**config.mk**
```make
export PLATFORM = sky130hd
export DESIGN_NAME = exe_hazard_controller
export DESIGN_NICKNAME = d
export VERILOG_FILES = /design/src/rtl/exe_hazard_controller.sv
export SDC_FILE = /design/constraint.sdc
export NUM_CORES = 1
export LEC_CHECK = 0
export CAP_MARGIN = 20
export CORE_MARGIN = 2
export CORE_UTILIZATION = 41
export CTS_CLUSTER_DIAMETER = 40
export DETAILED_ROUTE_END_ITERATION = 6
export HOLD_SLACK_MARGIN = 0.15
export PLACE_DENSITY = 0.83
export SLEW_MARGIN = 15
export SYNTH_ARGS = -nofsm -noshare
export SYNTH_HDL_FRONTEND = slang
export SYNTH_SLANG_ARGS = --single-unit
```
**constraint.sdc**
```tcl
create_clock -name clk -period 2.4 [get_ports clk]
set_clock_uncertainty 0.2 [all_clocks]
set_input_delay 0.24 -clock clk [delete_from_list [all_inputs] [get_ports clk]]
set_output_delay 0.24 -clock clk [all_outputs]
set_load 0.01 [all_outputs]
```
**src/rtl/exe_hazard_controller.sv**
```systemverilog
// ---------------------------------------------------------------------------
// exe_hazard_controller
//
// Pipeline hazard and memory-stall controller for a five-stage pipeline.
// It works out, for the instruction in ID, whether the pipeline must stall,
// flush or freeze, and which forwarding path each source operand should use.
//
// A small two-state FSM (IDLE / MEM_WAIT) tracks a data-memory access that
// did not finish in its first cycle. While it waits, every pipeline register
// is frozen. An 8-bit counter bounds the wait at MEM_TIMEOUT cycles. If the
// bound is hit, the access is abandoned and the sticky timeout_err flag is set.
//
// Optional feature macro: HAZARD_FORWARDING_EN
//   undefined : any EXE or MEM writeback that matches an ID source stalls;
//               sel_src1/sel_src2 are tied to 0 (register file).
//   defined   : only a load-use hazard stalls. Other matches are resolved by
//               forwarding (1 = EXE ALU result, 2 = MEM result).
//
// Parameters
//   MEM_TIMEOUT       maximum MEM_WAIT cycles before abort (1..255)
//
// Ports
//   clk               rising-edge clock
//   rst               asynchronous, active-low reset
//   id_src1/id_src2   source register numbers of the ID instruction
//   id_two_src        id_src2 is a real operand
//   id_valid          ID holds a real instruction
//   exe_wb_en         EXE instruction writes the register file
//   exe_wb_reg_dest   EXE destination register
//   exe_mem_r_en      EXE instruction reads data memory (load)
//   exe_mem_w_en      EXE instruction writes data memory (store)
//   exe_branch_taken  branch resolved taken in EXE
//   mem_wb_en         MEM instruction writes the register file
//   mem_wb_reg_dest   MEM destination register
//   mem_ready         data memory completes the access this cycle
//   stall_if          hold the PC
//   stall_id          hold the IF/ID register
//   flush_id          clear the IF/ID register
//   flush_exe         insert a bubble into the ID/EXE register
//   freeze_all        hold every pipeline register
//   sel_src1/sel_src2 forwarding select (0 regfile, 1 EXE, 2 MEM)
//   timeout_err       sticky memory-timeout flag
// ---------------------------------------------------------------------------
module exe_hazard_controller #(
  parameter int MEM_TIMEOUT = 16
) (
  input  logic       clk,
  input  logic       rst,
  input  logic [3:0] id_src1,
  input  logic [3:0] id_src2,
  input  logic       id_two_src,
  input  logic       id_valid,
  input  logic       exe_wb_en,
  input  logic [3:0] exe_wb_reg_dest,
  input  logic       exe_mem_r_en,
  input  logic       exe_mem_w_en,
  input  logic       exe_branch_taken,
  input  logic       mem_wb_en,
  input  logic [3:0] mem_wb_reg_dest,
  input  logic       mem_ready,
  output logic       stall_if,
  output logic       stall_id,
  output logic       flush_id,
  output logic       flush_exe,
  output logic       freeze_all,
  output logic [1:0] sel_src1,
  output logic [1:0] sel_src2,
  output logic       timeout_err
);

  localparam logic [7:0] TIMEOUT_CNT = 8'(MEM_TIMEOUT);

  typedef enum logic [0:0] {
    IDLE     = 1'b0,
    MEM_WAIT = 1'b1
  } state_t;

  state_t     state;
  state_t     state_next;
  logic [7:0] wait_cnt;
  logic [7:0] wait_cnt_next;
  logic       timeout_set;
  logic       mem_freeze;
  logic       mem_acc;

  logic       exe_match1;
  logic       exe_match2;
  logic       mem_match1;
  logic       mem_match2;
  logic       hazard;

  assign mem_acc = exe_mem_r_en | exe_mem_w_en;

  // State, wait counter and sticky timeout flag.
  always_ff @(posedge clk or negedge rst) begin
    if (!rst) begin
      state       <= IDLE;
      wait_cnt    <= 8'd0;
      timeout_err <= 1'b0;
    end else begin
      state    <= state_next;
      wait_cnt <= wait_cnt_next;
      if (timeout_set) begin
        timeout_err <= 1'b1;
      end
    end
  end

  // Memory-wait FSM. The freeze is raised in the same cycle that the slow
  // access is first seen. It is dropped in the cycle that the memory answers,
  // or in the cycle the access is abandoned, so the pipeline moves on at once.
  always_comb begin
    state_next    = state;
    wait_cnt_next = wait_cnt;
    timeout_set   = 1'b0;
    mem_freeze    = 1'b0;
    case (state)
      IDLE: begin
        if (mem_acc && !mem_ready) begin
          mem_freeze    = 1'b1;
          state_next    = MEM_WAIT;
          wait_cnt_next = 8'd1;
        end
      end
      MEM_WAIT: begin
        if (mem_ready) begin
          state_next    = IDLE;
          wait_cnt_next = 8'd0;
        end else if (wait_cnt == TIMEOUT_CNT) begin
          timeout_set   = 1'b1;
          state_next    = IDLE;
          wait_cnt_next = 8'd0;
        end else begin
          mem_freeze    = 1'b1;
          wait_cnt_next = wait_cnt + 8'd1;
        end
      end
      default: begin
        state_next    = IDLE;
        wait_cnt_next = 8'd0;
      end
    endcase
  end

  // The freeze is gated by reset so that it drops the moment reset is
  // asserted. Otherwise a load still in EXE would re-raise it from IDLE.
  assign freeze_all = rst & mem_freeze;

  // Source/destination matches against the two older stages. src2 only
  // counts when the instruction really reads a second operand.
  always_comb begin
    exe_match1 = id_valid & exe_wb_en & (exe_wb_reg_dest == id_src1);
    exe_match2 = id_valid & id_two_src & exe_wb_en & (exe_wb_reg_dest == id_src2);
    mem_match1 = id_valid & mem_wb_en & (mem_wb_reg_dest == id_src1);
    mem_match2 = id_valid & id_two_src & mem_wb_en & (mem_wb_reg_dest == id_src2);
  end

`ifdef HAZARD_FORWARDING_EN
  // With forwarding, only a load in EXE cannot supply its value in time.
  // When both stages match, EXE holds the younger value and wins.
  always_comb begin
    hazard   = exe_mem_r_en & (exe_match1 | exe_match2);
    sel_src1 = 2'd0;
    sel_src2 = 2'd0;
    if (exe_match1) begin
      sel_src1 = 2'd1;
    end else if (mem_match1) begin
      sel_src1 = 2'd2;
    end
    if (exe_match2) begin
      sel_src2 = 2'd1;
    end else if (mem_match2) begin
      sel_src2 = 2'd2;
    end
  end
`else
  // Without forwarding, every in-flight writeback to a source must retire
  // before the ID instruction may proceed.
  always_comb begin
    hazard   = exe_match1 | exe_match2 | mem_match1 | mem_match2;
    sel_src1 = 2'd0;
    sel_src2 = 2'd0;
  end
`endif

  // Pipeline control priority: freeze, then taken branch, then data hazard.
  // A taken branch discards the ID instruction, so any hazard it had is moot.
  always_comb begin
    stall_if  = 1'b0;
    stall_id  = 1'b0;
    flush_id  = 1'b0;
    flush_exe = 1'b0;
    if (freeze_all) begin
      stall_if  = 1'b0;
    end else if (exe_branch_taken) begin
      flush_id  = 1'b1;
      flush_exe = 1'b1;
    end else if (hazard) begin
      stall_if  = 1'b1;
      stall_id  = 1'b1;
      flush_exe = 1'b1;
    end
  end

endmodule

```
After elaboration in Yosys (flattened, before gate mapping)
Cells that the tools add are included.
{ "totals": {"reg_bits": 10, "inputBits": 26, "out_inout_bits": 10, "wordCells": 45} }
{ "classes": {"n_addsub": 1, "n_eq_ne": 6, "n_mux": 18, "bitwise": 15, "reduce_logical": 2} }
{ "ops": {"columns": ["cell", "n"], "rows": [
  ["two-way mux 8 bit", 3],
  ["equality test 4 bit", 4],
  ["case mux 8 bit (2 select lines)", 1],
  ["two-way mux 1 bit", 13],
  ["AND 1 bit", 10],
  ["adder 8 x 1 -> 8 bit, second input constant", 1],
  ["equality test 8 x 5 -> 1 bit, second input constant", 1],
  ["bitwise OR 1 bit", 4],
  ["inequality test 2 bit, second input constant", 1],
  ["case mux 1 bit (2 select lines)", 1],
  ["logical AND 1 bit", 1],
  ["zero test 1 bit", 1],
  ["NOT 1 bit", 1]
]} }

Longest topological paths before layout
Gate-level depths: netlist of run 1.
{ "logic_depth": {"ltp_word": 9, "depth_mapped": 8, "depth_no_buf": 7} }

Least setup slack after synthesis of run 1
OpenSTA, ideal clock, no wires.
{ "synth_timing": {"path_type": "flip-flop to output port", "from": "register wait_cnt[0]", "to": "output stall_if", "arrival_time_ns": 1.980, "required_ns": 1.960, "path_slack_ns": -0.020, "stages_incl_launch_ff": 9, "path_buffers": 1, "path_cell_list": "dfrtp_1 > inv_1 > ha_1 > or4b_4 > nor3_2 > o21ai_1 > and3_4 > a211oi_2 > buf_4"} }
{ "synth_between": {"elab_chain_cells": 6} }
{ "synth_rtl": {"columns": ["item", "line", "text"], "rows": [
  ["from (decl)", "80", "logic [7:0] wait_cnt;"],
  ["from (signal assigned)", "102", "wait_cnt <= wait_cnt_next;"],
  ["equality test 8 x 5 -> 1 bit", "129", "end else if (wait_cnt == TIMEOUT_CNT) begin"],
  ["two-way mux 1 bit", "129", null],
  ["two-way mux 1 bit", "126", "if (mem_ready) begin"],
  ["case mux 1 bit (2 select lines)", "117", "case (state)"],
  ["AND 1 bit", "147", "assign freeze_all = rst & mem_freeze;"],
  ["via freeze_all", "65", "output logic freeze_all,"],
  ["two-way mux 1 bit", null, null],
  ["to (decl)", "61", "output logic stall_if,"]
]} }
The timed path passes the listed nets, and every way through them passes these cells.

Final worst setup path of run 1
{ "layout_timing": {"from": "register wait_cnt[0]", "to": "output stall_if"} }
{ "layout_between": {"elab_chain_cells": 6} }
{ "layout_rtl": {"columns": ["item", "line", "text"], "rows": [
  ["equality test 8 x 5 -> 1 bit", "129", null],
  ["two-way mux 1 bit", "129", null],
  ["two-way mux 1 bit", "126", null],
  ["case mux 1 bit (2 select lines)", "117", null],
  ["AND 1 bit", "147", null],
  ["two-way mux 1 bit", "193", "if (freeze_all) begin"]
]} }
Every way passes these cells.

==> summary.md, run 1 <==
| Metric | Value |
|---|---|
| Failing checks | `setup timing` |
| RSZ-0062 raised after global routing | `true` |
| Largest net degree at the start of global routing | `11` |
| CP bufs+invs | `2` |
| Cell Area, Synth | `837 sq um` |
| Startpoint types | `register` |
| Sequential fraction of the synthesis area | `29.9%` |
| DIE WIDTH | `49.2 um` |
| Rows | `16` |
| Crit-path slowest cell | `or4b_4` |
| Period utilisation layout | `105%` |
| Die Ht | `49.2 um` |
| Worst setup EP type | `primary output` |
| Final Hold Viols | `0` |
| Area delta synth->final | `57.8%` |
| Average cell area after synthesis | `9.00 sq um` |
| Initial antenna violation count | `0` |
| ANT cells | `0` |
| HP Class | `reg2reg` |
| Clk sink count | `10` |
| Maximum VDD drop | `259 uV` |
| Type of the worst setup path | `reg2out` |
| FFs w/ async S/R, synth | `100%` |
| #FFs+latches synth | `10` |
| Htree depth | `1` |
| Worst-Skew Late Latency | `0.27 ns` |
| Via Count | `873` |
| Floorplan core area | `1940 sq um` |
| Max Slew Vio Count | `0` |
| Worst Path Arrival | `2.09 ns` |
| Final Core Density | `68.0%` |
| Initial DRC Count | `14` |
| TNS Setup | `-0.426 ns` |
| Gr ovfl total | `0` |
| EDFF count, synth | `0` |
| Post-Synthesis Cells | `93` |
| Status | `complete, but fails checks` |
| Max-cap check violation count | `0` |
| Area after DPL | `1280 sq um` |
| Critical path peak fanout | `4` |
| Worst-case clock buffer depth | `2` |
| DP Wirelength | `1.87 mm` |
| Vias in the first global route | `927` |
| # DRC | `0` |
| Nets | `173` |
| GRT Util Overall | `20.6%` |
| Clk pin slew, worst setup/hold paths | `0.07 ns` |
| First-pass GRT wire length | `3.80 mm` |
| Final min period | `2.53 ns` |
| Per-cell routed wire length | `12.9 um` |
| DR pass1 iterations | `4` |
| DRT antenna net count | `0` |
| Root buf cell | `clkbuf_4` |
| Final setup viols | `5` |
| Worst endpoint required time | `1.96 ns` |
| I/O pin count | `36` |
| Netlist cell types | `32` |
| Setup ws final | `-0.125 ns` |
| Layout cell share with drive strength beyond 1 | `26.4%` |
| Slowest stage delay, CP | `0.47 ns` |
| Num CTS Buffers | `3` |
| Highest Clock Rate | `0.396 GHz` |
| Pwr Density | `477 nW/um^2` |
| Cell-by-cell listing of the critical path | `inv_2 > ha_1 > or4b_4 > nor3_4 > o21ai_1 > and3_4 > a211oi_4 > buf_2` |
| Final instance area | `1320 sq um` |
| PortBufs | `31` |
| Dominant synthesized flop cell | `dfrtp_1` |
| Post-DR vias/cell | `5.11` |
| Ys Warns | `0` |
| Family with the most delay on the worst path | `simple AND/OR/NAND/NOR gates` |
| RePlAce Congestion | `0.809` |
| DIE AREA | `2420 sq um` |
| CTS tree | `built` |
| Initial Utilization | `43.1%` |
| Leak Pwr | `0.603 nW` |
| Final wirelength | `2.20 mm` |
==> placed cells by master, fill, tap and decap left out, types with 2 or more instances in the layout <==
| cell type | count |
|---|---|
| clkdlybuf4s50_1 | 26 |
| buf_4 | 18 |
| and3_1 | 2 |
| buf_2 | 4 |
| nand3_1 | 5 |
| nand4_1 | 2 |
| nor4_1 | 3 |
| clkbuf_4 | 3 |
| a21o_1 | 2 |
| ha_1 | 2 |
| nand2_1 | 3 |
| conb_1 | 4 |
| nor2_1 | 8 |
| and3_2 | 2 |
| o21ai_0 | 3 |
| dfrtp_1 | 10 |
| o21ai_1 | 6 |
| xor2_1 | 13 |
| xnor2_1 | 5 |
| inv_1 | 3 |
| nor3b_1 | 2 |
==> path summary, 6_finish.rpt <==
check	startpoint	end	slack (ns)	cells past startpoint
worst max-delay path	wait_cnt[0]$_DFFE_PN0P_	stall_if	-0.13	8
worst min-delay path	timeout_err$_DFFE_PN0P_	timeout_err$_DFFE_PN0P_	0.28	1
worst max register to register	wait_cnt[0]$_DFFE_PN0P_	wait_cnt[5]$_DFFE_PN0P_	0.13	8
worst min register to register	timeout_err$_DFFE_PN0P_	timeout_err$_DFFE_PN0P_	0.28	1
max in group asynchronous	rst	wait_cnt[3]$_DFFE_PN0P_	1.19	3
min in group asynchronous	rst	state$_DFF_PN0_	0.66	3
==> cell usage after synthesis, types with 2 or more instances <==
library cell,count,share of area (%)
nor3b_1,2,1.8
nand3_1,5,3.0
buf_4,6,5.4
nor2_1,8,3.6
a21o_1,2,1.8
xnor2_1,5,5.2
nand2_1,3,1.3
nor4_1,3,2.2
and3_2,2,1.8
nand4_1,2,1.5
xor2_1,13,14
dfrtp_1,10,30
inv_1,4,1.8
and3_1,2,1.5
o21ai_0,3,1.8
ha_1,2,3.0
o21ai_1,6,3.6
==> report_power, final <==
group	internal, mW	total (mW)	leakage (nW)	switching, mW
clock	0.0921	0.154	0.0210	0.0615
combinational	0.155	0.281	0.448	0.126
sequential	0.186	0.195	0.134	0.00963
total	0.433	0.630	0.603	0.197
==> flip-flops by register name (all words and copies together) (netlist names) <==
signal and cells:
timeout_err 1, wait_cnt 8, state 1
==> cell type report <==
| type | instances | area (sq um) |
|---|---|---|
| fillers | 165 | 621 |
| multi-input cells | 76 | 552 |
| repair buffers | 50 | 434 |
| flip-flops and latches | 10 | 250 |
| clock buffers | 4 | 36.3 |
| well taps | 27 | 33.8 |
| inverters | 4 | 15.0 |
==> stage by stage <==
stage	hold WS, ns	setup slack [ns]	total power, mW	std cells
floorplan	-0.256	0.0262	0.331	96
global placement	0.253	-0.250	0.457	165
detailed placement	0.274	-0.326	0.472	165
CTS	0.289	-0.141	0.633	171
global route	0.322	-0.228	0.667	171
finish	0.282	-0.125	0.630	171
==> per-layer routing <==
metal / share of wire [%] / vias to the layer above / track usage (%)
met2: 59 / 41 / 42.1
li1: - / 422 / -
met4: 2.2 / 0 / 9.05
met1: 34 / 404 / 18.7
met3: 5.3 / 6 / 4.60
met5: 0 / - / 0
==> timing repair <==
item	4_1_cts	5_1_grt
gates cloned	0	0
hold buffers	1	0
pin swaps	3	0
endpoints found under the setup margin	5	5
setup buffers	1	0
hold endpoints to repair	10	0
gates resized for setup	19	0
==> cell families (layout without fill, tap and decap cells) <==
| logic type | Yosys count | after routing | synth area share (%) |
|---|---|---|---|
| fa+ha+maj | 2 | 2 | 2.99 |
| buf+inv | 10 | 58 | 7.17 |
| flops | 10 | 10 | 29.9 |
| compound gates | 18 | 18 | 16.6 |
| simple gates | 34 | 34 | 24.1 |
| other cells | 1 | 4 | 0.448 |
| xor+xnor | 18 | 18 | 18.8 |
==> worst reg2reg max path, delay by kind of cell (launching register included) <==
| kind | cells | cell delay, ns |
|---|---|---|
| compound gates | 3 | 0.63 |
| simple gates | 2 | 0.57 |
| flops | 1 | 0.39 |
| buf+inv | 2 | 0.23 |
| fa+ha+maj | 1 | 0.13 |
Power figures use the tool's default switching activity.
==> run 2, diff against run 1 <==
--- a/config.mk
+++ b/config.mk
@@ -6,7 +6,6 @@
 export NUM_CORES = 1
 export LEC_CHECK = 0
 export CAP_MARGIN = 20
-export CORE_MARGIN = 2
 export CORE_UTILIZATION = 41
 export CTS_CLUSTER_DIAMETER = 40
 export DETAILED_ROUTE_END_ITERATION = 6
==> run 2 against run 1 <==
Sequential share of layout area down 0.32 points. First-iteration DRC count shrank 36%. Fmax shrank 0.82%. Global-route usage is 3.1 points higher. The run still ends with setup timing left. Via count rose by 0.46%. Combinational power grew 16%. Cell area up 1.7%. Sequential power about the same. Register-to-register slack worse by 0.06 ns.
==> summary.md, run 2 (synthesis results as in run 1) <==
| Metric | Value |
|---|---|
| Floorplan core area | `1820 sq um (was 1940 sq um)` |
| PortBufs | `31 (unchanged)` |
| Critical path peak fanout | `4 (unchanged)` |
| Max Slew Vio Count | `0 (unchanged)` |
| Reg2Reg Setup Slack | `0.07 ns (was 0.13 ns)` |
| Vias in the first global route | `837 (was 927)` |
| Die Ht | `47.2 um (was 49.2 um)` |
| Reg2Reg Depth | `7 (was 8)` |
| Clk pin slew, worst setup/hold paths | `0.07 ns (about the same)` |
| Per-cell routed wire length | `14.1 um (was 12.9 um)` |
| Clk sink count | `10 (unchanged)` |
| Worst endpoint required time | `1.96 ns (about the same)` |
| Max-cap check violation count | `0 (unchanged)` |
| Hold_ws | `0.273 ns (was 0.282 ns)` |
| Worst-case clock buffer depth | `2 (unchanged)` |
| Fill cell count | `131 (was 165)` |
| DIE WIDTH | `47.2 um (was 49.2 um)` |
| Startpoint types | `register (unchanged)` |
| Largest registers | `wait_cnt (8), state (1), timeout_err (1) (unchanged)` |
| Root buf cell | `clkbuf_4 (unchanged)` |
| Final min period | `2.55 ns (was 2.53 ns)` |
| Worst Path Arrival | `2.11 ns (was 2.09 ns)` |
| CP endpoint | `stall_id (was stall_if)` |
| Leak Pwr | `0.613 nW (was 0.603 nW)` |
| ANT cells | `0 (unchanged)` |
| Dpl cells | `163 (was 165)` |
| TNS Setup | `-0.570 ns (was -0.426 ns)` |
| Worst-Skew Late Latency | `0.28 ns (was 0.27 ns)` |
| Pwr Density | `481 nW/um^2 (was 477 nW/um^2)` |
| Maximum VDD drop | `321 uV (was 259 uV)` |
| Final wirelength | `2.41 mm (was 2.20 mm)` |
| Area after DPL | `1280 sq um (about the same)` |
| # DRC | `0 (unchanged)` |
| Area delta synth->final | `60.5% (was 57.8%)` |
| I/O pin count | `36 (unchanged)` |
| Most common cell after layout, fill and taps aside | `clkdlybuf4s50_1 (unchanged)` |
| RePlAce Congestion | `0.859 (was 0.809)` |
| Type of the worst setup path | `reg2out (unchanged)` |
| DR pass1 iterations | `4 (unchanged)` |
| Setup ws final | `-0.146 ns (was -0.125 ns)` |
| Largest net degree at the start of global routing | `11 (unchanged)` |
| Initial antenna violation count | `0 (unchanged)` |
| Highest-count cells in the layout ignoring fill and taps | `26 x clkdlybuf4s50_1, 21 x buf_4, 13 x xor2_1 (was 26 x clkdlybuf4s50_1, 18 x buf_4, 13 x xor2_1)` |
| Finished Layout Cells | `171 (unchanged)` |
| GRT Util Overall | `23.8% (was 20.6%)` |
| Layout cell share with drive strength beyond 1 | `29.5% (was 26.4%)` |
| Gr ovfl total | `0 (unchanged)` |
| Rows | `15 (was 16)` |
| First-pass GRT wire length | `3.64 mm (was 3.80 mm)` |
| CTS tree | `built (unchanged)` |
| Max FFs per register | `8 (unchanged)` |
| DIE AREA | `2230 sq um (was 2420 sq um)` |
| RSZ-0062 raised after global routing | `true (unchanged)` |
| HP Class | `reg2reg (unchanged)` |
| Reg-to-reg endpoint | `wait_cnt[2]$_DFFE_PN0P_ (was wait_cnt[5]$_DFFE_PN0P_)` |
| Final Hold Viols | `0 (unchanged)` |
| Initial DRC Count | `9 (was 14)` |
| Top reg by flops | `wait_cnt (unchanged)` |
| Via Count | `877 (was 873)` |
| Worst setup EP type | `primary output (unchanged)` |
| Power Total | `0.647 mW (was 0.630 mW)` |
| Initial Utilization | `46.0% (was 43.1%)` |
| Failing checks | `setup timing (unchanged)` |
| Highest Clock Rate | `0.393 GHz (was 0.396 GHz)` |
| Nets | `176 (was 173)` |
| Final setup viols | `5 (unchanged)` |
| Num CTS Buffers | `3 (unchanged)` |
| Post-DR vias/cell | `5.13 (was 5.11)` |
| Worst Setup SP | `wait_cnt[1]$_DFFE_PN0P_ (was wait_cnt[0]$_DFFE_PN0P_)` |
| Htree depth | `1 (unchanged)` |
| Final instance area | `1340 sq um (was 1320 sq um)` |
| Period utilisation layout | `106% (was 105%)` |
| DP Wirelength | `1.88 mm (was 1.87 mm)` |
| Worst r2r src | `wait_cnt[1]$_DFFE_PN0P_ (was wait_cnt[0]$_DFFE_PN0P_)` |
| DRT antenna net count | `0 (unchanged)` |
| Status | `complete, but fails checks (unchanged)` |
run 2: changes by cell type in the layout (fill, tap and decap cells not counted), sizes merged:
cell and delta:
clkbuf -1, buf +3
run 2: how the worst min path moves through the flow:
stage	from	slack (ns)	cells after the start	endpoint
after detailed placement	timeout_err$_DFFE_PN0P_	0.26	1	timeout_err$_DFFE_PN0P_
after global placement	timeout_err$_DFFE_PN0P_	0.25	1	timeout_err$_DFFE_PN0P_
after floorplan	rst	-0.26	0	state$_DFF_PN0_
after CTS	timeout_err$_DFFE_PN0P_	0.28	1	timeout_err$_DFFE_PN0P_
final	timeout_err$_DFFE_PN0P_	0.27	1	timeout_err$_DFFE_PN0P_
after global routing	timeout_err$_DFFE_PN0P_	0.30	1	timeout_err$_DFFE_PN0P_
run 2: power breakdown:
group | switching [mW] | internal (mW)
Combinational | 0.146 | 0.181
Clock | 0.0635 | 0.0583
Sequential | 0.0120 | 0.186
Total | 0.221 | 0.425
run 2: cell type report:
type                    count  area (sq um)  share of cell area (%)
inverters                   4          15.0                    1.12
well taps                  25          31.3                    2.33
clock buffers               3          22.5                    1.68
repair buffers             53           457                    34.0
flip-flops and latches     10           250                    18.6
multi-input cells          76           568                    42.3
run 2: per-stage QoR:
stage	worst slack [ns]	util, %
4_1_cts	-0.121	72.1
3_3_place_gp	-0.249	70.3
5_1_grt	-0.239	73.8
2_1_floorplan	0.0262	-
3_5_place_dp	-0.306	70.3
6_report	-0.146	73.8
run 2: what timing repair did:
action / in CTS / in global routing
hold buffers: 1 / 0
pin swaps: 2 / 0
endpoints found under the setup margin: 5 / 5
cloned: 0 / 0
hold endpoints to repair: 10 / 0
setup buffers: 2 / 2
resized for setup: 20 / 3
run 2: metal layers:
metal | wire, um | vias to the layer above | global-route usage [%]
met5 | 0 | - | 0
li1 | - | 425 | -
met4 | 66 | 0 | 11.4
met2 | 1250 | 20 | 38.9
met1 | 1030 | 423 | 28.7
met3 | 67 | 9 | 6.54
run 2: critical path, cell delays in order (launching register included):
cell      delay [ns]
dfrtp_1         0.40
inv_2           0.09
ha_4            0.12
or4b_4          0.48
nor3_4          0.16
o21ai_2         0.07
and3_4          0.19
a211oi_4        0.15
buf_2           0.16
==> run 3, diff against run 2 <==
--- a/config.mk
+++ b/config.mk
@@ -9,7 +9,7 @@
 export CORE_UTILIZATION = 41
 export CTS_CLUSTER_DIAMETER = 40
 export DETAILED_ROUTE_END_ITERATION = 6
-export HOLD_SLACK_MARGIN = 0.15
+export HOLD_SLACK_MARGIN = 0.06
 export PLACE_DENSITY = 0.83
 export SLEW_MARGIN = 15
 export SYNTH_ARGS = -nofsm -noshare
==> run 3 against run 2 <==
The flow still finishes with violations (setup timing). First-iteration DRC count down 22%. Non-clock buffer count down 1. Total power down 0.42%. Global-route usage down 0.16 points. Clock-buffer cell count unchanged. Core utilization down 0.55 points.
==> summary.md, run 3 (synthesis results as in run 1) <==
| Metric | Value |
|---|---|
| Wire length on met2 | `1.24 mm (was 1.25 mm)` |
| Final wirelength | `2.39 mm (was 2.41 mm)` |
| Clk sink count | `10 (unchanged)` |
| Power Total | `0.644 mW (was 0.647 mW)` |
| Leak Pwr | `0.609 nW (was 0.613 nW)` |
| Vias in the first global route | `832 (was 837)` |
| Period utilisation layout | `106% (about the same)` |
| Die Ht | `47.2 um (unchanged)` |
| GRT Util Overall | `23.6% (was 23.8%)` |
| Nets | `175 (was 176)` |
| I/O pin count | `36 (unchanged)` |
| Failing checks | `setup timing (unchanged)` |
| DRT antenna net count | `0 (unchanged)` |
| Hold_buf cts | `0 (was 1)` |
| Final Core Density | `73.3% (was 73.8%)` |
| Post-DR vias/cell | `5.11 (was 5.13)` |
| CP bufs+invs | `2 (unchanged)` |
| Initial Utilization | `46.0% (unchanged)` |
| Highest Clock Rate | `0.393 GHz (about the same)` |
| Area delta synth->final | `59.3% (was 60.5%)` |
| Num CTS Buffers | `3 (unchanged)` |
| Per-cell routed wire length | `14.1 um (about the same)` |
| Final Hold Viols | `0 (unchanged)` |
| Top reg by flops | `wait_cnt (unchanged)` |
| Gr ovfl total | `0 (unchanged)` |
| Type of the worst setup path | `reg2out (unchanged)` |
| Layout cell share with drive strength beyond 1 | `29.7% (was 29.5%)` |
| DIE AREA | `2230 sq um (unchanged)` |
| Family with the most delay on the worst path | `simple AND/OR/NAND/NOR gates (unchanged)` |
| Max-cap check violation count | `0 (unchanged)` |
| ANT cells | `0 (unchanged)` |
| Initial antenna violation count | `0 (unchanged)` |
| Setup ws final | `-0.144 ns (was -0.146 ns)` |
| Slowest stage delay, CP | `0.48 ns (about the same)` |
| PortBufs | `31 (unchanged)` |
| CTS tree | `built (unchanged)` |
| DR pass1 iterations | `4 (unchanged)` |
| Via Count | `868 (was 877)` |
| Worst Path Arrival | `2.10 ns (was 2.11 ns)` |
| Final setup viols | `5 (unchanged)` |
| Critical path peak fanout | `4 (unchanged)` |
| RSZ-0062 raised after global routing | `true (unchanged)` |
| Floorplan core area | `1820 sq um (unchanged)` |
| Status | `complete, but fails checks (unchanged)` |
| M1 WL | `1.01 mm (was 1.03 mm)` |
| Htree depth | `1 (unchanged)` |
| Final instance area | `1330 sq um (was 1340 sq um)` |
| Worst-case clock buffer depth | `2 (unchanged)` |
| DIE WIDTH | `47.2 um (unchanged)` |
| Cell-by-cell listing of the critical path | `inv_2 > ha_4 > or4b_4 > nor3_4 > o21ai_2 > and3_4 > a211oi_4 > buf_2 (unchanged)` |
| Worst-Skew Late Latency | `0.28 ns (about the same)` |
| # DRC | `0 (unchanged)` |
| Initial DRC Count | `7 (was 9)` |
| Worst setup EP type | `primary output (unchanged)` |
| Startpoint types | `register (unchanged)` |
| DP Wirelength | `1.88 mm (unchanged)` |
| Max Used Layer | `met4 (unchanged)` |
| Most common cell after layout, fill and taps aside | `clkdlybuf4s50_1 (unchanged)` |
| RePlAce Congestion | `0.859 (unchanged)` |
| Max FFs per register | `8 (unchanged)` |
| Largest registers | `wait_cnt (8), state (1), timeout_err (1) (unchanged)` |
| Met3 wire length | `72 um (was 67 um)` |
| Highest-count cells in the layout ignoring fill and taps | `26 x clkdlybuf4s50_1, 21 x buf_4, 13 x xor2_1 (unchanged)` |
| Root buf cell | `clkbuf_4 (unchanged)` |
| Rows | `15 (unchanged)` |
| Worst endpoint required time | `1.96 ns (about the same)` |
| Area after DPL | `1280 sq um (unchanged)` |
| HP Class | `in2async (was reg2reg)` |
| Largest net degree at the start of global routing | `11 (unchanged)` |
| First-pass GRT wire length | `3.62 mm (was 3.64 mm)` |
| Max Slew Vio Count | `0 (unchanged)` |
| Crit-path slowest cell | `or4b_4 (unchanged)` |
| Final min period | `2.54 ns (was 2.55 ns)` |
| Pwr Density | `483 nW/um^2 (was 481 nW/um^2)` |
| Maximum VDD drop | `321 uV (about the same)` |
| Clk pin slew, worst setup/hold paths | `0.06 ns (was 0.07 ns)` |
## run 3: layout make-up
| type | count | area, sq um |
|---|---|---|
| clock buffer | 3 | 22.5 |
| fill | 134 | 487 |
| inverter | 4 | 15.0 |
| multi-input combinational | 76 | 568 |
| sequential | 10 | 250 |
| tap | 25 | 31.3 |
| timing repair buffer | 52 | 447 |
## run 3: power breakdown
group / total, mW / internal (mW) / switching (mW)
Clock: 0.122 / 0.0583 / 0.0635
Combinational: 0.324 / 0.180 / 0.144
Sequential: 0.198 / 0.186 / 0.0119
Total: 0.644 / 0.424 / 0.220
## run 3: layer usage
layer,GRT usage (%),up-vias
met5,0,-
met4,11.4,0
met3,6.54,9
met2,38.9,20
met1,28.2,416
li1,-,423
## run 3: path summary, 6_finish.rpt
check | from | endpoint | slack, ns | depth (start not counted)
min reg2reg | timeout_err$_DFFE_PN0P_ | timeout_err$_DFFE_PN0P_ | 0.27 | 1
max reg2reg | wait_cnt[1]$_DFFE_PN0P_ | wait_cnt[2]$_DFFE_PN0P_ | 0.08 | 7
min | rst | wait_cnt[4]$_DFFE_PN0P_ | 0.11 | 2
max | wait_cnt[1]$_DFFE_PN0P_ | stall_id | -0.14 | 8
min in group clk | timeout_err$_DFFE_PN0P_ | timeout_err$_DFFE_PN0P_ | 0.27 | 1
max in group asynchronous | rst | wait_cnt[0]$_DFFE_PN0P_ | 1.74 | 2
## run 3: timing repair
| action | 4_1_cts | 5_1_grt |
|---|---|---|
| resized for setup | 20 | 3 |
| cloned | 0 | 0 |
| endpoints found under the setup margin | 5 | 5 |
| setup buffers | 2 | 2 |
| pin swaps | 2 | 0 |
## run 3: worst reg2reg max path: stages, from the launching register on
cell and delay, ns:
dfrtp_1 0.40, inv_2 0.09, ha_4 0.12, or4b_4 0.48, buf_4 0.17, o311ai_4 0.44, o21ai_1 0.12, a21o_1 0.19
## run 3: metrics by stage
step	setup TNS (ns)	cells	hold WS [ns]	setup WS, ns
4_1_cts	-0.444	168	0.126	-0.121
5_1_grt	-1.07	170	0.117	-0.239
2_1_floorplan	0	96	-0.256	0.0262
6_report	-0.559	170	0.111	-0.144
3_5_place_dp	-1.16	163	0.261	-0.306
3_3_place_gp	-0.875	163	0.252	-0.249
==> patch 1 (flow settings as in run 2) <==
Register the output `timeout_err` once more, with the module's reset; this adds one clock of latency there. The other outputs are not delayed to match.
--- a/src/rtl/exe_hazard_controller.sv
+++ b/src/rtl/exe_hazard_controller.sv
@@ -75,6 +75,8 @@
     MEM_WAIT = 1'b1
   } state_t;
 
+  logic timeout_err_s0;
+
   state_t     state;
   state_t     state_next;
   logic [7:0] wait_cnt;
@@ -96,12 +98,12 @@
     if (!rst) begin
       state       <= IDLE;
       wait_cnt    <= 8'd0;
-      timeout_err <= 1'b0;
+      timeout_err_s0 <= 1'b0;
     end else begin
       state    <= state_next;
       wait_cnt <= wait_cnt_next;
       if (timeout_set) begin
-        timeout_err <= 1'b1;
+        timeout_err_s0 <= 1'b1;
       end
     end
   end
@@ -202,5 +204,13 @@
     end
   end
 
+  always_ff @(posedge clk or negedge rst) begin
+    if (!rst) begin
+      timeout_err <= '0;
+    end else begin
+      timeout_err <= timeout_err_s0;
+    end
+  end
+
 endmodule
 
Function: same outputs for any inputs over 10 cycles, from zero or initial values and one cycle with rst low; that may be too few to reach the edited logic, so the function may still have changed.
==> patch 1 against run 2 <==
Design area down 1.3%. Power down 12%. Final cell count unchanged. Synthesized area rose by 5.1%. Critical path depth stayed put. Sequential cell count increased by 1. Setup slack better by 0.17 ns. Global-route usage shrank 2.7 points. Routed wire length shrank 7.9%.
==> patch 1: results <==
metrics = {
    "run_status": {
        "status": "complete, no violations",
    },
    "layout": {
        "largest_register_ffs": 8,
        "num-fill-cells": 151,
        "diodes": 0,
        "drive_gt1_frac": 0.2222,
        "finish.net_count": 173,
        "largest-register": "wait_cnt",
    },
    "placed_design": {
        "detailedPlacementHpwl_um": 1687,
        "routabilityCongestion": 0.8394,
        "port_buffers": 31,
    },
    "clocking": {
        "htree_levels": 1,
        "numCtsBuffers": 3,
        "cts_clk_pin_slew_worst_paths_ns": 0.07,
        "root_buffer": "sky130_fd_sc_hd__clkbuf_4",
        "clock_latency_ns": 0.28,
        "buffer_levels_on_the_longest_clock_path": 2,
    },
    "timing": {
        "slew_headroom": 0.6209,
    },
    "setup_path": {
        "worstPathMaxFanout": 3,
        "r2r_setup_slack_ns": 0.21,
        "slowest_delay_ns": 0.40,
        "critical_path_arrival_ns": 1.94,
        "critPathSlowestCell": "sky130_fd_sc_hd__dfrtp_1",
    },
    "synthesis": {
        "netlist_top_cells_count": "sky130_fd_sc_hd__xor2_1, sky130_fd_sc_hd__dfrtp_1, sky130_fd_sc_hd__nor2_1",
        "yosys.cell_types.count": 33,
        "synth_async_sr_flop_share": 1.000,
        "synth-main-ff-cell": "sky130_fd_sc_hd__dfrtp_1",
        "ys_top_cells_by_area": "sky130_fd_sc_hd__dfrtp_1, sky130_fd_sc_hd__xor2_1, sky130_fd_sc_hd__xnor2_1, sky130_fd_sc_hd__buf_4, sky130_fd_sc_hd__nor2_1",
        "synth.yosys.warnings": 0,
        "ys_seq_area_frac": 0.3129,
    },
    "drt": {
        "detail_route.iter0.violations": 14,
        "routed_via_density": 5.205,
        "routed_wl_um": 2221,
        "first_pass_iters": 4,
    },
    "global_route": {
        "grt_pass1_wl_um": 3726,
        "global_route.usage.total": 0.2105,
        "initial_antenna_violation_count": 0,
        "grt_pass1_vias": 871,
        "grt_max_degree": 12,
    },
    "power_and_ir_drop": {
        "power.static_leakage_nw": 0.5674,
        "ir_drop_mv": 0.2572,
    },
    "worst_hold_path": {
        "min_path_type": "reg2reg",
    },
}
-- patch 1: through the flow --
step / std cells / instance area [sq um] / TNS, ns / hold WS (ns) / setup WS (ns)
finish: 171 / 1326 / 0 / 0.1797 / 0.02308
global route: 171 / 1326 / -0.2766 / 0.1989 / -0.09641
CTS: 170 / 1311 / 0 / 0.1835 / 0.009185
detailed placement: 163 / 1269 / -0.4718 / 0.1659 / -0.1797
global placement: 163 / 1269 / -0.2775 / 0.1612 / -0.1125
floorplan: 100 / 890.9 / 0 / -0.2556 / 0.2588
-- patch 1: power by group --
group | internal [W] | total [W] | switching, W
Clock | 0.0000645 | 0.000132 | 0.0000676
Combinational | 0.000128 | 0.000223 | 0.0000955
Sequential | 0.000197 | 0.000211 | 0.0000140
-- patch 1: kinds of logic after synthesis --
group                    synth area share
AND/OR/NAND/NOR                    0.2077
AO/OA/AOI/OAI                      0.2048
XOR/XNOR                           0.1693
flip-flops                         0.3129
buffers and inverters             0.07254
adder cells (fa/ha/maj)           0.02844
other                            0.004263
-- patch 1: layer usage --
metal / GRT usage / routed length, um
met3: 0.05975 / 143
met5: 0 / 0
met2: 0.3685 / 1129
met4: 0.1127 / 34
met1: 0.2290 / 913
-- patch 1: final cells by class --
type,count,area (sq um),area share
sequential,11,275.3,0.2075
multi-input combinational,79,570.5,0.4302
tap,27,33.78,0.02547
clock buffer,4,26.28,0.01981
timing repair buffer,46,405.4,0.3057
inverter,4,15.01,0.01132
-- patch 1: critical path, delay by kind of cell (launching register included) --
family | cells | cell delay (ns)
AO/OA/AOI/OAI | 2 | 0.23
adder cells (fa/ha/maj) | 1 | 0.15
buffers and inverters | 3 | 0.41
flip-flops | 1 | 0.40
AND/OR/NAND/NOR | 2 | 0.47
-- patch 1: timing repair --
item / in CTS / in global routing
gates resized for setup: 15 / 7
pin swaps: 2 / 3
setup buffers: 2 / 1
hold endpoints to repair: 11 / 0
hold buffers: 1 / 0
setup endpoints to repair: 5 / 5
-- patch 1: worst paths after layout --
check                               start           to  cells past startpoint
setup / recovery              wait_cnt[0]     stall_id                      8
hold / removal             timeout_err_s0  timeout_err                      0
setup reg to reg              wait_cnt[0]  wait_cnt[5]                     10
hold reg to reg            timeout_err_s0  timeout_err                      0
max in group asynchronous             rst  wait_cnt[4]                      3
min in group asynchronous             rst  wait_cnt[5]                      3
==> patch 2 (config.mk and constraints of run 2) <==
Without the edit above. Add a define of `HAZARD_FORWARDING_EN`.
--- a/src/rtl/exe_hazard_controller.sv
+++ b/src/rtl/exe_hazard_controller.sv
@@ -41,6 +41,8 @@
 //   sel_src1/sel_src2 forwarding select (0 regfile, 1 EXE, 2 MEM)
 //   timeout_err       sticky memory-timeout flag
 // ---------------------------------------------------------------------------
+`define HAZARD_FORWARDING_EN
+
 module exe_hazard_controller #(
   parameter int MEM_TIMEOUT = 16
 ) (
Behaviour: not the same (a bounded check fails within 4 cycles, from zero or initial values and one cycle with rst low).
==> patch 2 against run 2 <==
Synthesized cell count increased by 6.5%. Design area increased by 10%. Routed wire length fell by 8.7%. Register-to-register slack better by 0.54 ns. Power decreased by 9.5%. Synthesized area increased by 5.7%. Setup slack better by 0.19 ns. Sequential cell count unchanged. Critical path type is now in2out. Critical endpoint is now stall_if. Largest cell class unchanged.
==> patch 2: results <==
metrics = {
    "global_route": {
        "global_route.usage.met3": 0.06918,
        "grt_pass1_vias": 883,
        "grt_pass1_wl_um": 3470,
        "global_route.usage.met2": 0.3662,
        "groute.layer.met1.usage": 0.1847,
        "global_route.usage.total": 0.1921,
    },
    "synthesis": {
        "post_synth_instance_area_sq_um": 884.6,
        "synth_xor_area_frac": 0.1584,
        "netlist_top_cells_count": "sky130_fd_sc_hd__dfrtp_1, sky130_fd_sc_hd__xnor2_1, sky130_fd_sc_hd__nand3_1",
        "synthCells": 99,
        "ys_seq_area_frac": 0.2829,
        "ys_top_cells_by_area": "sky130_fd_sc_hd__dfrtp_1, sky130_fd_sc_hd__xnor2_1, sky130_fd_sc_hd__xor2_1, sky130_fd_sc_hd__nand3_1, sky130_fd_sc_hd__nand4_1",
        "yosys.cell_types.count": 34,
        "yosys.area_share.adder": 0.02829,
        "postSynthNetCount": 127,
        "yosys-mux-area-fraction": 0.03395,
        "synth_compound_area_frac": 0.1627,
    },
    "placed_design": {
        "routabilityCongestion": 0.8118,
        "pre_cts_slack_ns": -0.4737,
        "placed_cells_incl_taps": 178,
        "port_buffers": 35,
        "postPlaceCellArea_sq_um": 1400,
        "detailedPlacementHpwl_um": 1841,
    },
    "drt": {
        "wire_per_inst_um": 11.78,
        "met3_length_um": 156,
        "wirelength_met1_um": 896,
        "detail_route.iter0.violations": 18,
        "via_count": 936,
        "detailroute.wirelength.met2_um": 1120,
    },
    "power_and_ir_drop": {
        "clock_distribution_power_w": 0.000152,
        "power.static_leakage_nw": 0.7247,
        "comb_cell_power_w": 0.000243,
        "cell_internal_pwr_w": 0.0004173,
        "combinationalPowerShare": 0.415,
        "ir_drop_mv": 0.2661,
    },
    "layout": {
        "final.signal_buffer_count": 63,
        "multi_input_comb_cells": 77,
        "clock_tree_area_fraction": 0.02453,
        "inverters": 6,
        "drive_gt1_frac": 0.2875,
        "flow.area_growth_from_synthesis_pct": 67.19,
        "number_of_clock_buffer_instances_in_the_layout": 4,
        "num-fill-cells": 131,
        "layout_non_clock_buf_frac": 0.3782,
    },
    "worst_hold_path": {
        "hp-start": "timeout_err",
    },
    "setup_path": {
        "setup.worst_path.start": "id_two_src",
        "r2r-start": "wait_cnt[0]",
        "r2r_setup_slack_ns": 0.61,
        "critical_path_arrival_ns": 1.91,
        "critPathSlowestCell": "sky130_fd_sc_hd__or4_4",
        "worstPathMaxFanout": 2,
        "slowest_delay_ns": 0.56,
        "critical_path.top_delay_family": "buffers and inverters",
        "rr_endpoint": "wait_cnt[5]",
    },
    "timing": {
        "hold_slack_ns": 0.2965,
    },
    "clocking": {
        "clock_latency_ns": 0.26,
        "cts_clk_pin_slew_worst_paths_ns": 0.07,
        "root_buffer": "sky130_fd_sc_hd__clkbuf_4",
        "htree_levels": 1,
    },
    "run_status": {
        "status": "complete, no violations",
    },
}
[patch 2: worst max-delay path by stage]
stage	endpoint	slack (ns)	depth (start not counted)
detailed placement	stall_if	-0.47	5
global route	stall_if	-0.02	7
floorplan	stall_if	0.17	7
global placement	stall_if	-0.41	5
finish	stall_if	0.05	5
CTS	flush_id	0.006	8
[patch 2: worst reg2reg max path: stages (launching register included)]
cell	delay, ns
sky130_fd_sc_hd__dfrtp_1	0.36
sky130_fd_sc_hd__inv_2	0.05
sky130_fd_sc_hd__ha_2	0.17
sky130_fd_sc_hd__nor4b_4	0.13
sky130_fd_sc_hd__buf_4	0.15
sky130_fd_sc_hd__a21oi_2	0.36
sky130_fd_sc_hd__nand4_1	0.14
sky130_fd_sc_hd__mux2i_1	0.16
[patch 2: repair_timing]
item	in CTS	in global routing
hold buffers	1	0
gates cloned	0	0
buffers inserted	2	2
pin swaps	3	4
gates resized for setup	22	10
hold endpoints to repair	10	0
setup endpoints to repair	9	4
